### src/rtl/serial_div_pkg.sv
// Shared types and helpers for the serial restoring divider.
//   div_state_t : FSM state encoding (IDLE, LOAD, DIV, OUT)
//   cnt_width() : iteration counter width for a given dividend width
package serial_div_pkg;

    typedef enum logic [1:0] {
        IDLE = 2'd0,
        LOAD = 2'd1,
        DIV  = 2'd2,
        OUT  = 2'd3
    } div_state_t;

    // One count per quotient bit, 0 .. op_x_width-1.
    function automatic int cnt_width(input int op_x_width);
        return (op_x_width > 1) ? $clog2(op_x_width) : 1;
    endfunction

endpackage

### src/rtl/counter_clr_en.sv
// Up-counter with synchronous clear and count enable.
//   clk, rst_n : clock, async active-low reset
//   clr_i      : synchronous clear (takes priority over enable_i)
//   enable_i   : increment by one
//   count_o    : current count
module counter_clr_en #(
    parameter int WIDTH = 4
) (
    input  logic             clk,
    input  logic             rst_n,
    input  logic             clr_i,
    input  logic             enable_i,
    output logic [WIDTH-1:0] count_o
);

    always_ff @(posedge clk or negedge rst_n) begin
        if (!rst_n)        count_o <= '0;
        else if (clr_i)    count_o <= '0;
        else if (enable_i) count_o <= count_o + 1'b1;
    end

endmodule

### src/rtl/serial_divider.sv
// Multi-cycle unsigned restoring divider, one quotient bit per clock.
//   clk, rst_n  : clock, async active-low reset
//   start       : request, honoured in IDLE or OUT
//   in_x, in_y  : dividend / divisor, stable through the LOAD cycle
//   valid_out   : one-cycle strobe when results are presented
//   quotient    : registered quotient (all ones on divide by zero)
//   remainder   : registered remainder (in_x low bits on divide by zero)
//   div_by_zero : registered flag, qualified by valid_out
module serial_divider
    import serial_div_pkg::*;
#(
    parameter int OP_X_WIDTH = 32,
    parameter int OP_Y_WIDTH = 16
) (
    input  logic                  clk,
    input  logic                  rst_n,
    input  logic                  start,
    input  logic [OP_X_WIDTH-1:0] in_x,
    input  logic [OP_Y_WIDTH-1:0] in_y,
    output logic                  valid_out,
    output logic [OP_X_WIDTH-1:0] quotient,
    output logic [OP_Y_WIDTH-1:0] remainder,
    output logic                  div_by_zero
);

    localparam int CW = cnt_width(OP_X_WIDTH);

    div_state_t state, state_nxt;

    logic [CW-1:0]         cnt;
    logic [OP_X_WIDTH-1:0] q_reg;
    logic [OP_Y_WIDTH:0]   r_reg;
    logic [OP_Y_WIDTH-1:0] d_reg;

    logic [OP_Y_WIDTH:0]   shifted;
    logic [OP_Y_WIDTH+1:0] trial;
    logic [OP_Y_WIDTH:0]   r_step;
    logic [OP_X_WIDTH-1:0] q_step;
    logic                  last_iter;
    logic                  r_msb_unused;

    // The partial remainder is always below D, so its top bit stays zero;
    // only the low OP_Y_WIDTH bits feed the next shift.
    assign r_msb_unused = r_reg[OP_Y_WIDTH];

    assign last_iter = (state == DIV) && (cnt == CW'(OP_X_WIDTH - 1));

    // ---------------- FSM ----------------
    always_ff @(posedge clk or negedge rst_n) begin
        if (!rst_n) state <= IDLE;
        else        state <= state_nxt;
    end

    always_comb begin
        state_nxt = state;
        case (state)
            IDLE: if (start) state_nxt = LOAD;
            LOAD: state_nxt = (in_y == '0) ? OUT : DIV;
            DIV:  if (last_iter) state_nxt = OUT;
            OUT:  state_nxt = start ? LOAD : IDLE;
            default: state_nxt = IDLE;
        endcase
    end

    counter_clr_en #(
        .WIDTH (CW)
    ) u_cnt (
        .clk      (clk),
        .rst_n    (rst_n),
        .clr_i    ((state == LOAD) || (state == OUT)),
        .enable_i (state == DIV),
        .count_o  (cnt)
    );

    // ---------------- iteration datapath ----------------
    // Extra top bit on the subtraction acts as the borrow / sign.
    always_comb begin
        shifted = {r_reg[OP_Y_WIDTH-1:0], q_reg[OP_X_WIDTH-1]};
        trial   = {1'b0, shifted} - {2'b00, d_reg};
        if (trial[OP_Y_WIDTH+1]) begin
            r_step = shifted;
            q_step = {q_reg[OP_X_WIDTH-2:0], 1'b0};
        end else begin
            r_step = trial[OP_Y_WIDTH:0];
            q_step = {q_reg[OP_X_WIDTH-2:0], 1'b1};
        end
    end

    always_ff @(posedge clk or negedge rst_n) begin
        if (!rst_n) begin
            q_reg <= '0;
            r_reg <= '0;
            d_reg <= '0;
        end else begin
            case (state)
                LOAD: begin
                    q_reg <= in_x;
                    r_reg <= '0;
                    d_reg <= in_y;
                end
                DIV: begin
                    q_reg <= q_step;
                    r_reg <= r_step;
                end
                default: ;
            endcase
        end
    end

    // ---------------- result registers ----------------
    // Captured on the edge entering OUT. The DIV path takes the just-computed
    // step values so the final iteration lands in the result.
    always_ff @(posedge clk or negedge rst_n) begin
        if (!rst_n) begin
            valid_out   <= 1'b0;
            quotient    <= '0;
            remainder   <= '0;
            div_by_zero <= 1'b0;
        end else begin
            valid_out <= (state_nxt == OUT);
            if (state == LOAD && state_nxt == OUT) begin
                quotient    <= '1;
                remainder   <= in_x[OP_Y_WIDTH-1:0];
                div_by_zero <= 1'b1;
            end else if (state == DIV && state_nxt == OUT) begin
                quotient    <= q_step;
                remainder   <= r_step[OP_Y_WIDTH-1:0];
                div_by_zero <= 1'b0;
            end
        end
    end

endmodule

### config.mk
export PLATFORM = sky130hd
export DESIGN_NAME = serial_divider
export DESIGN_NICKNAME = d
export VERILOG_FILES = /design/src/rtl/serial_div_pkg.sv /design/src/rtl/counter_clr_en.sv /design/src/rtl/serial_divider.sv
export SDC_FILE = /design/constraint.sdc
export NUM_CORES = 1
export LEC_CHECK = 0
export BUFFER_PORTS_ARGS = -buffer_cell sky130_fd_sc_hd__buf_2
export CAP_MARGIN = 40
export CORE_MARGIN = 1
export CORE_UTILIZATION = 51
export DETAILED_ROUTE_END_ITERATION = 8
export GPL_TIMING_DRIVEN = 0
export PLACE_DENSITY = 0.76
export SLEW_MARGIN = 15
export SYNTH_ARGS = -nofsm -noshare
export SYNTH_HDL_FRONTEND = slang
export SYNTH_SLANG_ARGS = --single-unit
### constraint.sdc
create_clock -name clk -period 2.47 [get_ports clk]
set_input_delay 0.1235 -clock clk [delete_from_list [all_inputs] [get_ports clk]]
set_output_delay 0.1235 -clock clk [all_outputs]
set_load 0.02 [all_outputs]
==> flow_summary.ini <==
[placed_design]
globalplace.congestion = 0.865
placed_cells = 888
dp_hpwl_um = 11000
place_area_um2 = 6920
port_buffers = 100

[floorplan]
start_util_pct = 53.4
core_area_um2 = 11600
die-width_um = 112
io_pins = 101
num_rows = 39
die_y_um = 112
dieArea_um2 = 12600

[global_routing]
antenna_found_initial = 0
grt_overflow_total = 0
first_global_vias = 5481
grt_use_total_pct = 27.5
grt_max_degree = 63
grt_pass1_wl_um = 26900

[clocking]
numClockSinks = 121
insertion_delay_ns = 0.43
cts_buffers = 17
cts.clk_slew.worst_paths_ns = 0.05
cts-root-buf = clkbuf_16
cts_tree = built
cts_buffer_depth = 2
htree_levels = 4

[outcome]
outcome = finished with violations
violations = DRC, setup timing

[timing]
grt_setup_unrepaired = yes
tightestPinTransition_ns = 0.730
max_freq_ghz = 0.393
finalSetupViolCount = 5
min_period_ns = 2.54
finalCritPeriodShare_pct = 103
hold_viol = 0
slew_violations = 0
slew_headroom_pct = 51.4
fin_ws_ns = -0.0728
finClkSkew_ns = 0.00976

[worst_setup_path]
rrSetupSlack_ns = -0.07
crit_type = reg -> reg
end_kind = flop
worstPathArrival_ns = 2.88
cp.required_ns = 2.80
path_common_cell = a21oi_2
slowest_stage = dfrtp_1
max_stage_delay_ns = 0.44
crit_fanout = 4
crit_chain = ha_4 > inv_2 > fa_2 > a21oi_2 > o211ai_1 > buf_4 > nand3_1 > a21oi_2 > xor2_2 > mux2i_1 > o22ai_1
reg2reg_from = d_reg[0]$_DFFE_PN0P_
r2r_cells = 11
reg2reg_to = r_reg[12]$_DFFE_PN0P_
worst_setup_path_start_kind = flop

[cells_and_area]
diodes = 0
fin_area_um2 = 8340
fin_nets = 894
syn_to_final_growth_pct = 34.4
stdcell_count = 974
layout-drive-gt1-share_pct = 28.2
fillerInstances = 833

[yosys]
yosysSeqAreaShare_pct = 48.8
ys_ff_latch = 121
yosysUniqueCellTypes = 60
netlist_area_um2 = 6200
synth-edff-count = 0
syn_inst = 644
ys.flop_type = dfrtp_1
syn_avg_cell_area_um2 = 9.63
ys_warn_count = 0
synth_nets = 719
ys_async_sr_fraction_pct = 100

[detailed_routing]
ant_nets = 0
wl_per_cell_um = 17.1
drtPass1Iterations = 7
drcViolationCount = 9
drt_iter0_markers = 487
wirelength_um = 16600
vias = 5494
via_per_inst = 5.64

[worst_hold_path]
hold_path.class = in -> reg
hold_path_startpoint = in_x[29]
min_to = q_reg[29]$_DFFE_PN0P_
holdPathStages = 3

[pwr]
netSwitchingFraction_pct = 41.4
p_switching_mw = 4.69
p_int_mw = 6.63
seq_power_share_pct = 29.8
vdd_drop_max_mv = 0.575
clockPowerShare_pct = 22.4
power.density_nw_per_um2 = 1360
p_comb_share_pct = 47.8
power_leakage_nw = 3.93

[run]
drv_cap = 0
## worst max-delay path, delay by kind of cell (launching register included)
kind            cells  cell delay (ns)
buf+inv             2             0.25
compound gates      4             0.82
xor+xnor            1             0.27
fa+ha+maj           2             0.42
mux                 1             0.16
simple gates        1             0.09
flops               1             0.44
## timing repair
action	CTS	global route
setup endpoints to repair	62	67
hold buffers	31	0
gates cloned	1	1
pin swaps	9	16
hold endpoints to repair	91	0
setup buffers	11	12
resized for setup	53	36
## metrics by stage
stage                     setup WS [ns]  hold slack (ns)  TNS, ns  power [mW]  util [%]
after floorplan                  0.0569           -0.172        0        6.72         -
after global placement           -0.318            0.346   -33.67        7.93      59.3
after detailed placement         -0.373            0.151   -15.25        8.09      59.5
after CTS                       0.00131         0.000676        0        11.0      69.8
after global routing             -0.167           0.0156    -1.70        12.1      71.8
final                           -0.0728          0.00675   -0.202        11.3      71.8
## final cells by class
class	instances	area, µm²	share of cell area (%)
well taps	143	179	2.15
clock buffers	24	492	5.90
inverters	29	114	1.37
repair buffers	156	1050	12.5
flip-flops and latches	121	3030	36.3
multi-input cells	458	3110	37.3
clock inverters	7	115	1.38
plain buffers	36	248	2.97
## cell usage in the layout (no fill, tap or decap), types with 4 or more instances in the layout
master / Yosys / final
inv_2: 2 / 6
o2bb2ai_1: 15 / 14
inv_1: 27 / 22
nand2_1: 97 / 93
clkbuf_16: 0 / 19
xnor2_1: 6 / 6
nor3_1: 6 / 6
clkbuf_1: 23 / 17
buf_4: 0 / 24
clkbuf_8: 0 / 6
a21oi_1: 47 / 43
a21o_1: 6 / 6
dlygate4sd3_1: 0 / 31
o21ai_0: 33 / 33
nor2_1: 45 / 45
o211ai_1: 7 / 7
a22oi_1: 12 / 12
a211oi_1: 5 / 5
nand3_1: 35 / 33
o211ai_2: 4 / 4
ha_1: 23 / 19
a21oi_2: 1 / 5
clkbuf_2: 0 / 5
buf_6: 1 / 7
mux2i_1: 44 / 35
buf_2: 11 / 103
nand4_1: 4 / 4
dfrtp_1: 121 / 119
o21ai_1: 14 / 13
mux2i_2: 0 / 8
## power by group through the flow
stage / logic, mW / registers (mW) / clock network, mW
2_1_floorplan: 2.99 / 3.73 / 0
3_3_place_gp: 4.60 / 3.33 / 0
3_5_place_dp: 4.73 / 3.37 / 0
4_1_cts: 5.15 / 3.35 / 2.56
5_1_grt: 5.97 / 3.46 / 2.65
6_report: 5.41 / 3.37 / 2.54
## routing by layer
metal  GRT usage [%]  part of all wire (%)
met1            35.5                    43
met2            45.1                    49
met3            5.83                   5.7
met4            11.7                   2.7
met5               0                     0
## synth_stat cells (all sizes together), types with 2 or more instances
| library cell | instances | area (µm²) |
|---|---|---|
| o211ai | 11 | 103 |
| a211oi | 6 | 50.1 |
| xnor2 | 6 | 52.6 |
| nor3 | 6 | 30.0 |
| a31oi | 4 | 25.0 |
| or2 | 2 | 12.5 |
| nand3b | 2 | 15.0 |
| and3 | 3 | 18.8 |
| nand2 | 99 | 377 |
| dfrtp | 121 | 3030 |
| buf | 13 | 70.1 |
| o21a | 4 | 30.0 |
| nor2 | 46 | 175 |
| a22oi | 12 | 90.1 |
| nand4 | 4 | 25.0 |
| nor2b | 2 | 12.5 |
| inv | 29 | 109 |
| o31a | 2 | 17.5 |
| mux2 | 2 | 22.5 |
| nand3 | 36 | 185 |
| mux2i | 44 | 440 |
| xor2 | 4 | 35.0 |
| clkbuf | 23 | 86.3 |
| o21ai | 47 | 235 |
| o2bb2ai | 15 | 131 |
| a21o | 6 | 45.0 |
| nor4 | 3 | 18.8 |
| ha | 23 | 288 |
| o22ai | 2 | 12.5 |
| a21oi | 49 | 260 |
## worst max-delay path by stage
stage          slack, ns                        to                          from
2_1_floorplan       0.06  remainder[5]$_DFFE_PN0P_  u_cnt.count_o[0]$_DFFE_PN0P_
3_3_place_gp       -0.32  quotient[28]$_DFFE_PN0P_  u_cnt.count_o[0]$_DFFE_PN0P_
3_5_place_dp       -0.37  quotient[29]$_DFFE_PN0P_  u_cnt.count_o[0]$_DFFE_PN0P_
4_1_cts            0.001  quotient[26]$_DFFE_PN0P_  u_cnt.count_o[0]$_DFFE_PN0P_
5_1_grt            -0.17     r_reg[12]$_DFFE_PN0P_          d_reg[0]$_DFFE_PN0P_
6_report           -0.07     r_reg[12]$_DFFE_PN0P_          d_reg[0]$_DFFE_PN0P_
## cells by family after synthesis
logic type,count (synthesis),share of synthesized area (%)
xor+xnor,10,1.41
flops,121,48.8
buf+inv,65,4.28
simple gates,208,14.8
fa+ha+maj,24,4.96
mux,46,7.46
compound gates,170,18.2
Power figures use the tool's default switching activity.
